<file path="config.mk">
export PLATFORM = sky130hd
export DESIGN_NAME = frame_transfer_streamer_flat
export DESIGN_NICKNAME = d
export VERILOG_FILES = /design/src/rtl/frame_transfer_streamer_if.sv /design/src/rtl/frame_transfer_streamer.sv /design/src/flat_wrapper.sv
export SDC_FILE = /design/constraint.sdc
export NUM_CORES = 1
export LEC_CHECK = 0
export ABC_CLOCK_PERIOD_IN_PS = 6000
export CORE_MARGIN = 2
export CORE_UTILIZATION = 54
export CTS_CLUSTER_DIAMETER = 30
export DETAILED_ROUTE_END_ITERATION = 10
export PLACE_DENSITY = 0.82
export SLEW_MARGIN = 20
export SYNTH_ARGS = -nofsm -noshare
export SYNTH_HDL_FRONTEND = slang
export SYNTH_SLANG_ARGS = --single-unit
</file>
<file path="constraint.sdc">
create_clock -name clk -period 6 [get_ports clk]
set_input_delay 1.8 -clock clk [delete_from_list [all_inputs] [get_ports clk]]
set_output_delay 1.8 -clock clk [all_outputs]
set_load 0.005 [all_outputs]
</file>
<file path="src/rtl/frame_transfer_streamer_if.sv">
// Pixel stream bundle between the frame streamer and the host link.
//   data  : pixel value (m_data)
//   valid : data holds a beat (m_valid)
//   ready : sink accepts the beat this cycle (m_ready)
//   last  : final beat of the frame (m_last)
// master drives data/valid/last; slave drives ready.
interface frame_transfer_streamer_if #(
   parameter int PIX_W = 8
);
   logic [PIX_W-1:0] data;
   logic             valid;
   logic             ready;
   logic             last;

   modport master (output data, output valid, output last, input ready);
   modport slave  (input data, input valid, input last, output ready);
endinterface

</file>
<file path="src/rtl/frame_transfer_streamer.sv">
// frame_transfer_streamer
// Reads the finished output frame from BRAM in raster order and streams it
// as valid/ready pixel beats, then pulses transfer_done for the control FSM.
// A 2-entry prefetch FIFO hides the one-cycle BRAM read latency so a full
// frame moves at one pixel per cycle while the sink is ready.
//
// Ports:
//   clk, rst_n     : clock, asynchronous active-low reset
//   start          : begin a frame (only honoured in IDLE)
//   bram_en        : BRAM read enable
//   bram_addr      : BRAM read address (row*COLS+col)
//   bram_dout      : BRAM read data, valid the cycle after bram_en
//   m              : pixel stream (master modport)
//   busy           : high whenever not IDLE
//   transfer_done  : one-cycle pulse after the final beat is accepted
//
// Optional build macro TRANSFER_CHECKSUM_EN: appends one beat carrying the
// sum of all pixels modulo 2^PIX_W; m.last and transfer_done move to it.
//
// state  | meaning
// IDLE   | waiting for start, all outputs low
// STREAM | issuing reads while FIFO + in-flight has room, emitting beats
// DRAIN  | all reads issued, emitting remaining beats
// DONE   | transfer_done pulse, back to IDLE
module frame_transfer_streamer #(
   parameter int ROWS   = 240,
   parameter int COLS   = 320,
   parameter int PIX_W  = 8,
   parameter int ADDR_W = 17
) (
   input  logic                       clk,
   input  logic                       rst_n,
   input  logic                       start,
   output logic                       bram_en,
   output logic [ADDR_W-1:0]          bram_addr,
   input  logic [PIX_W-1:0]           bram_dout,
   frame_transfer_streamer_if.master  m,
   output logic                       busy,
   output logic                       transfer_done
);

   localparam int NPIX = ROWS * COLS;
   localparam logic [ADDR_W-1:0] LAST_ADDR = ADDR_W'(NPIX - 1);

   typedef enum logic [1:0] {
      IDLE   = 2'd0,
      STREAM = 2'd1,
      DRAIN  = 2'd2,
      DONE   = 2'd3
   } state_t;

   state_t state, state_nxt;

   logic [ADDR_W-1:0] rd_cnt;
   logic [ADDR_W-1:0] sent_cnt;
   logic              in_flight;
   logic [PIX_W-1:0]  fifo_mem [2];
   logic              wr_ptr;
   logic              rd_ptr;
   logic [1:0]        fifo_cnt;

   logic              load;
   logic              rd_go;
   logic              push;
   logic              pop;
   logic              fifo_beat;
   logic              beat_fire;
   logic              last_beat;
   logic [2:0]        occ_after;

   assign load      = (state == IDLE) && start;
   assign push      = in_flight;
   assign fifo_beat = (fifo_cnt != 2'd0);
   assign pop       = fifo_beat && m.ready;

   // Slots committed after this edge: the beat leaving this cycle frees its
   // slot, so a read can issue alongside it and keep one pixel per cycle.
   assign occ_after = {1'b0, fifo_cnt} + {2'b0, in_flight} - {2'b0, pop};
   assign rd_go     = (state == STREAM) && (occ_after < 3'd2);

   assign bram_en   = rd_go;
   assign bram_addr = rd_go ? rd_cnt : '0;

`ifdef TRANSFER_CHECKSUM_EN
   logic [PIX_W-1:0] cks_acc;
   logic             cks_beat;

   // Every pixel beat has left once sent_cnt reaches NPIX; only DRAIN can
   // see that, so the checksum beat follows the final pixel directly.
   assign cks_beat  = (state == DRAIN) && (sent_cnt == ADDR_W'(NPIX));
   assign m.valid   = fifo_beat || cks_beat;
   assign m.data    = fifo_beat ? fifo_mem[rd_ptr] : (cks_beat ? cks_acc : '0);
   assign last_beat = cks_beat;

   always_ff @(posedge clk or negedge rst_n) begin
      if (!rst_n) begin
         cks_acc <= '0;
      end else if (load) begin
         cks_acc <= '0;
      end else if (push) begin
         cks_acc <= cks_acc + bram_dout;
      end
   end
`else
   assign m.valid   = fifo_beat;
   assign m.data    = fifo_beat ? fifo_mem[rd_ptr] : '0;
   assign last_beat = fifo_beat && (sent_cnt == LAST_ADDR);
`endif

   assign m.last        = last_beat;
   assign beat_fire     = m.valid && m.ready;
   assign busy          = (state != IDLE);
   assign transfer_done = (state == DONE);

   always_comb begin
      state_nxt = state;
      case (state)
         IDLE:    if (start) state_nxt = STREAM;
         STREAM:  if (rd_go && (rd_cnt == LAST_ADDR)) state_nxt = DRAIN;
         DRAIN:   if (beat_fire && last_beat) state_nxt = DONE;
         DONE:    state_nxt = IDLE;
         default: state_nxt = IDLE;
      endcase
   end

   always_ff @(posedge clk or negedge rst_n) begin
      if (!rst_n) begin
         state <= IDLE;
      end else begin
         state <= state_nxt;
      end
   end

   always_ff @(posedge clk or negedge rst_n) begin
      if (!rst_n) begin
         rd_cnt    <= '0;
         sent_cnt  <= '0;
         in_flight <= 1'b0;
      end else begin
         in_flight <= rd_go;
         if (load) begin
            rd_cnt   <= '0;
            sent_cnt <= '0;
         end else begin
            if (rd_go)     rd_cnt   <= rd_cnt + ADDR_W'(1);
            if (beat_fire) sent_cnt <= sent_cnt + ADDR_W'(1);
         end
      end
   end

   always_ff @(posedge clk or negedge rst_n) begin
      if (!rst_n) begin
         fifo_mem[0] <= '0;
         fifo_mem[1] <= '0;
         wr_ptr      <= 1'b0;
         rd_ptr      <= 1'b0;
         fifo_cnt    <= 2'd0;
      end else if (load) begin
         wr_ptr   <= 1'b0;
         rd_ptr   <= 1'b0;
         fifo_cnt <= 2'd0;
      end else begin
         if (push) begin
            fifo_mem[wr_ptr] <= bram_dout;
            wr_ptr           <= ~wr_ptr;
         end
         if (pop) rd_ptr <= ~rd_ptr;
         fifo_cnt <= fifo_cnt + {1'b0, push} - {1'b0, pop};
      end
   end

endmodule

</file>
<file path="src/flat_wrapper.sv">
// flat-port wrapper written by rule: the top's interface ports become plain ports
module frame_transfer_streamer_flat 
#(
   parameter int ROWS   = 240,
   parameter int COLS   = 320,
   parameter int PIX_W  = 8,
   parameter int ADDR_W = 17
)
  (clk, rst_n, start, bram_en, bram_addr, bram_dout, busy, transfer_done, m_data, m_valid, m_last, m_ready);
  frame_transfer_streamer_if #(.PIX_W(PIX_W)) m_i ();
  input  logic clk;
  input  logic rst_n;
  input  logic start;
  output logic bram_en;
  output logic [ADDR_W-1:0] bram_addr;
  input  logic [PIX_W-1:0] bram_dout;
  output logic busy;
  output logic transfer_done;
  output wire logic [$bits(m_i.data)-1:0] m_data;
  output wire logic [$bits(m_i.valid)-1:0] m_valid;
  output wire logic [$bits(m_i.last)-1:0] m_last;
  input wire logic [$bits(m_i.ready)-1:0] m_ready;
  assign m_data = m_i.data;
  assign m_valid = m_i.valid;
  assign m_last = m_i.last;
  assign m_i.ready = m_ready;
  frame_transfer_streamer #(.ROWS(ROWS), .COLS(COLS), .PIX_W(PIX_W), .ADDR_W(ADDR_W)) u_core (.clk(clk), .rst_n(rst_n), .start(start), .bram_en(bram_en), .bram_addr(bram_addr), .bram_dout(bram_dout), .m(m_i), .busy(busy), .transfer_done(transfer_done));
endmodule
</file>
## Word level (Yosys, flattened, before mapping)

Cells that the tools add are included.

- Reduce and logical (&&, ||, !) cells: 15
- Bitwise logic cells: 5
- Eq/ne operators: 8
- Multiplexer cells: 21
- Add/subtract/negate cells: 6
- Magnitude comparators: 4

Operators with widths:

| cell | number |
|---|---|
| 2-to-1 mux 17 bit | 5 |
| 2-to-1 mux 8 bit | 5 |
| adder 17 x 1 -> 17 bit, second input constant | 2 |
| == test 17 bit, second input constant | 2 |
| bitwise mux 16 bit | 1 |
| nonzero test 2 bit | 5 |
| demux 8 bit (select 1 bit) | 1 |
| 2-to-1 mux 2 bit | 4 |
| case mux 2 bit (4 select lines) | 1 |
| logical AND 1 bit | 7 |
| == test 2 bit, second input constant | 2 |
| >= comparator 2 bit, second input constant | 2 |
| 2-to-1 mux 1 bit | 4 |
| != test 2 bit, second input constant | 2 |
| NOT 1 -> 2 bit | 2 |
| adder 2 x 1 -> 3 bit | 1 |
| less-than comparator 3 x 2 -> 1 bit, second input constant | 1 |
| NOT 1 bit | 3 |
| AND reduction 3 bit | 1 |
| subtractor 3 x 1 -> 3 bit | 1 |
| adder 2 x 1 -> 2 bit | 1 |
| == test 2 x 1 -> 1 bit, second input constant | 1 |
| zero test 2 bit | 1 |
| less-than comparator 2 x 1 -> 1 bit, second input constant | 1 |
| other kinds (3) | 3 |

- Logic and storage cells: 68
- Register bits: 57

## Logic depth before layout (Yosys ltp)

- Word-level depth: 8
- Mapped depth: 13

## Least setup slack after synthesis

Ideal clock, no wire load.

- Path kind: input port to output port
- Start: input m_ready
- End: output bram_addr[0]
- Slack: 497 ps
- Required time: 4200 ps
- Cell stages on the path: 11
- Data arrival time: 3703 ps
- Path buffers: 1
- Cells stage by stage: o21ai_1 > inv_2 > ha_1 > inv_1 > ha_1 > inv_1 > fa_1 > xor2_2 > nor2_1 > clkbuf_1 > and2_1

- Cells in the longest elaborated chain, start to end: 5

RTL lines:

| what | RTL line | RTL |
|---|---|---|
| start, declared | flat_wrapper.sv:22 | `input wire logic [$bits(m_i.ready)-1:0] m_ready;` |
| logical AND 1 bit | frame_transfer_streamer.sv:74 | `assign pop = fifo_beat && m.ready;` |
| subtractor 3 x 1 -> 3 bit | frame_transfer_streamer.sv:78 | `assign occ_after = {1'b0, fifo_cnt} + {2'b0, in_flight} - {2'b0, pop};` |
| less-than comparator 3 x 2 -> 1 bit | frame_transfer_streamer.sv:79 | `assign rd_go = (state == STREAM) && (occ_after < 3'd2);` |
| logical AND 1 bit | frame_transfer_streamer.sv:79 |  |
| 2-to-1 mux 17 bit | frame_transfer_streamer.sv:82 | `assign bram_addr = rd_go ? rd_cnt : '0;` |
| end, declared | flat_wrapper.sv:15 | `output logic [ADDR_W-1:0] bram_addr;` |

No other way between the ends.

## Final worst setup path

- Start: input m_ready
- End: output bram_en

- Cells in the longest elaborated chain, start to end: 4

RTL lines:

| what | RTL line | RTL |
|---|---|---|
| logical AND 1 bit | frame_transfer_streamer.sv:74 |  |
| subtractor 3 x 1 -> 3 bit | frame_transfer_streamer.sv:78 |  |
| less-than comparator 3 x 2 -> 1 bit | frame_transfer_streamer.sv:79 |  |
| logical AND 1 bit | frame_transfer_streamer.sv:79 |  |
| end, declared | flat_wrapper.sv:14 | `output logic bram_en;` |

No other way between the ends.

==> results <==
cells in the final DEF (no fill, tap or decap), types with 2 or more instances in the layout:
master           instances
a21oi_1                  3
and2_1                  17
and3_1                   4
buf_4                   13
buf_6                    3
clkbuf_8                13
clkdlybuf4s50_1         23
clkinv_2                 2
dfrtp_1                 57
dlygate4sd2_1            8
dlymetal6s2s_1           9
ha_1                     9
inv_1                   10
mux2_2                  16
mux2i_1                  8
nand2_1                 19
nand3_1                 10
nand4_1                 10
nand4bb_1                2
nor2_1                  46
nor2b_1                  2
nor3_1                   3
nor3_2                   2
nor4_2                   2
o21ai_0                  3
or3_1                    2
xnor2_1                 10
xor2_1                  23
area by class of cell:
cell class / count / area, um^2
clock buffers: 14 / 183
fillers: 383 / 1430
repair buffers: 57 / 549
clock inverters: 2 / 10.0
inverters: 11 / 41.3
flip-flops and latches: 57 / 1430
multi-input cells: 208 / 1480
well taps: 70 / 87.6
repair_timing:
item / CTS / global route
pin swaps: 1 / 1
cloned: 1 / 0
endpoints found under the setup margin: 18 / 9
resized for setup: 15 / 10
buffers inserted: 1 / 2
stage by stage:
step	utilization, %	worst slack (ns)	hold slack, ns
after global placement	67.4	-0.224	0.488
after CTS	71.7	0.0109	0.508
after floorplan	-	0.497	0.479
after global routing	72.5	0.0116	0.527
final	72.5	0.0907	0.508
after detailed placement	67.4	-0.293	0.495
flip-flops by register name (all words and copies together), names as in the netlist:
register          flops
u_core.state          2
u_core.sent_cnt      17
u_core.fifo_mem      16
u_core.wr_ptr         1
u_core.rd_ptr         1
u_core.fifo_cnt       2
u_core.in_flight      1
u_core.rd_cnt        17
power by group through the flow:
stage / clock, mW / sequential (mW) / combinational, mW
detailed placement: 0 / 0.568 / 0.588
global route: 0.361 / 0.577 / 0.703
global placement: 0 / 0.563 / 0.566
floorplan: 0 / 0.536 / 0.358
CTS: 0.346 / 0.564 / 0.623
finish: 0.340 / 0.566 / 0.632
layer usage:
metal	GRT usage, %	routed length, um	vias up
li1	-	-	1077
met3	3.95	191	20
met5	0	0	-
met2	33.7	2770	53
met1	28.3	2870	1073
met4	13.0	219	0
cell families after synthesis:
kind of cell    synth area share [%]
simple gates                    22.9
flops                           48.3
xor+xnor                        10.3
mux                             9.19
buf+inv                         2.29
compound gates                  2.50
fa+ha+maj                       4.49
how the worst min path moves through the flow:
stage / endpoint / slack [ns] / cells after the start
4_1_cts: u_core.fifo_mem[6] / 0.51 / 1
3_3_place_gp: u_core.fifo_mem[1] / 0.49 / 1
2_1_floorplan: u_core.fifo_mem[0] / 0.48 / 1
3_5_place_dp: u_core.fifo_mem[14] / 0.49 / 1
6_report: u_core.fifo_mem[11] / 0.51 / 1
5_1_grt: u_core.fifo_mem[9] / 0.53 / 1
==> key figures <==
Placement
  • Placed Area: about 0.0035 mm^2
  • Number of cells after detailed placement: between 300 and 400
  • Placer Congestion: between 0.8 and 0.9
  • # port buffers: 41
  • DP Wirelength: 4.12 mm

Cells and area
  • Final instance count without filler cells: between 400 and 500
  • Area Growth Syn to Fin: 27.8%
  • Antenna fix cells: 0
  • Post-layout nets: 366
  • Post-route cell area: approximately 0.0038 mm^2
  • Ratio of cells with drive above 1 in the final layout: between 10% and 20%

Setup path
  • Crit Reg-Reg Startpoint: u_core.fifo_cnt[1]
  • Critical path's slowest cell: fa_2
  • Worst path depth: 12
  • R2R setup slack: roughly 2.6 ns
  • Critical path data arrival time: just over 4 ns
  • Critical Path Sink Type: output port
  • Crit path to: bram_en
  • Critical path's largest stage delay: around 0.54 ns
  • CP delay by family, top: buffers and inverters
  • Worst reg2reg path endpoint: u_core.state[1]
  • CP Class: input pin to output port
  • CP required: between 4 and 5 ns
  • Critical Path Start Type: input pin
  • Worst setup path startpoint: m_ready
  • Worst-path cell chain: dlygate4sd2_1 > o21ai_2 > inv_2 > ha_1 > inv_1 > ha_1 > inv_1 > fa_2 > nand2_2 > nor2_4 > buf_6 > clkdlybuf4s50_1
  • Crit-path max FO: 4
  • CP bufs+invs: 6
  • Cells on worst reg2reg path: 14

GRT
  • Largest net degree at the start of global routing: between 50 and 60
  • Total grt overflow: 0
  • First-pass GRT wire length: 10.1 mm
  • Initial antenna violation count: 0
  • Overall Global Routing Usage: between 20 and 25%
  • Via count of the first global-routing pass: roughly 2200

Timing
  • Final Cycle Share: a little over nine tenths
  • RSZ-0062 raised after global routing: no
  • Skew final: around 0.0086 ns
  • FMAX: approximately 170 MHz
  • Minimum clock period: slightly below 6 ns
  • Fin. max-slew vios: 0
  • Max transition margin: a little over half
  • Final hold violation count: 0
  • Slew of the pin with the lowest slew margin: between 0.7 and 0.8 ns
  • Setup violators final: 0
  • Setup TNS: 0 ns

Min path
  • Worst hold path class: register to register
  • Hold_sp: u_core.fifo_mem[11]

Yosys
  • Post-synth EDFFs: 0
  • Prevailing post-synth register cell: dfrtp_1
  • Avg Inst Size Synth: roughly 10 um^2
  • Largest cells by area after synthesis: dfrtp_1 (48%), xor2_1 (6.8%), mux2_2 (6.1%), nor2_1 (6.0%), ha_1 (3.8%)
  • Post-Syn Nets: 305
  • Post-synthesis sequential area ratio: 48.3%
  • Post-synth top cells: dfrtp_1 (57), nor2_1 (47), xor2_1 (23)
  • Ys Warns: 0
  • Number of synthesized register bits: 57
  • Post-Syn Area: ~0.0030 mm^2
  • Top cell type's share of synthesized area: around half
  • Cells after Synth: 283
  • Top-count cell post-synth: dfrtp_1
  • Netlist cell types: 40
  • FFs w/ async S/R, synth: 100%
  • Largest area contributor in the netlist: dfrtp_1

Clocking
  • CTS Buf Count: 9
  • Cts hold-fix bufs: 0
  • CTS root buffer: clkbuf_8
  • CTS max path bufs: 2
  • H-tree depth: 3
  • CTS tree: done
  • Worst skew pair latency: about 0.34 ns
  • # clock sinks: 57
  • Clock Pin Slew Worst Setup and Hold Paths: approximately 0.060 ns

Power and ir drop
  • Switching part of the total: around 34%
  • Combinational fraction of design power: 41.1%
  • Seq pwr share: a little under two fifths
  • Clk pwr share: 22.1%
  • PwrDens: about 410 mW/mm^2
  • Pwr Total: about 1.5 mW
  • Int Pwr: 1.02 mW
  • Psw: 0.517 mW
  • Worst ir drop on vdd: about 270 uV
  • Leak: roughly 1.9 nW

Floorplanning
  • Chip Height: between 70 and 80 um
  • Initial Util: between 50% and 60%
  • Placeable Area: 0.00520 mm^2
  • Number of I/O pins: 42
  • Die Area: between 0.006 and 0.007 mm^2
  • Row cnt: 26
  • DIE WIDTH: just under 80 um

Detailed routing
  • Routed len/inst: between 10 and 15 um
  • DR pass1 iterations: 4
  • Iteration-0 DRC Markers: about 150
  • Total wire length: between 6 and 7 mm
  • Antenna-violating nets left: 0
  • DRC violations left: 0
  • Total number of vias: roughly 2200
  • Vias per inst: approximately 5.3

Job
  • Max-Cap Viols: 0

Run status
  • Status: finished, final reports clean
(Power assumes the default switching activity.)
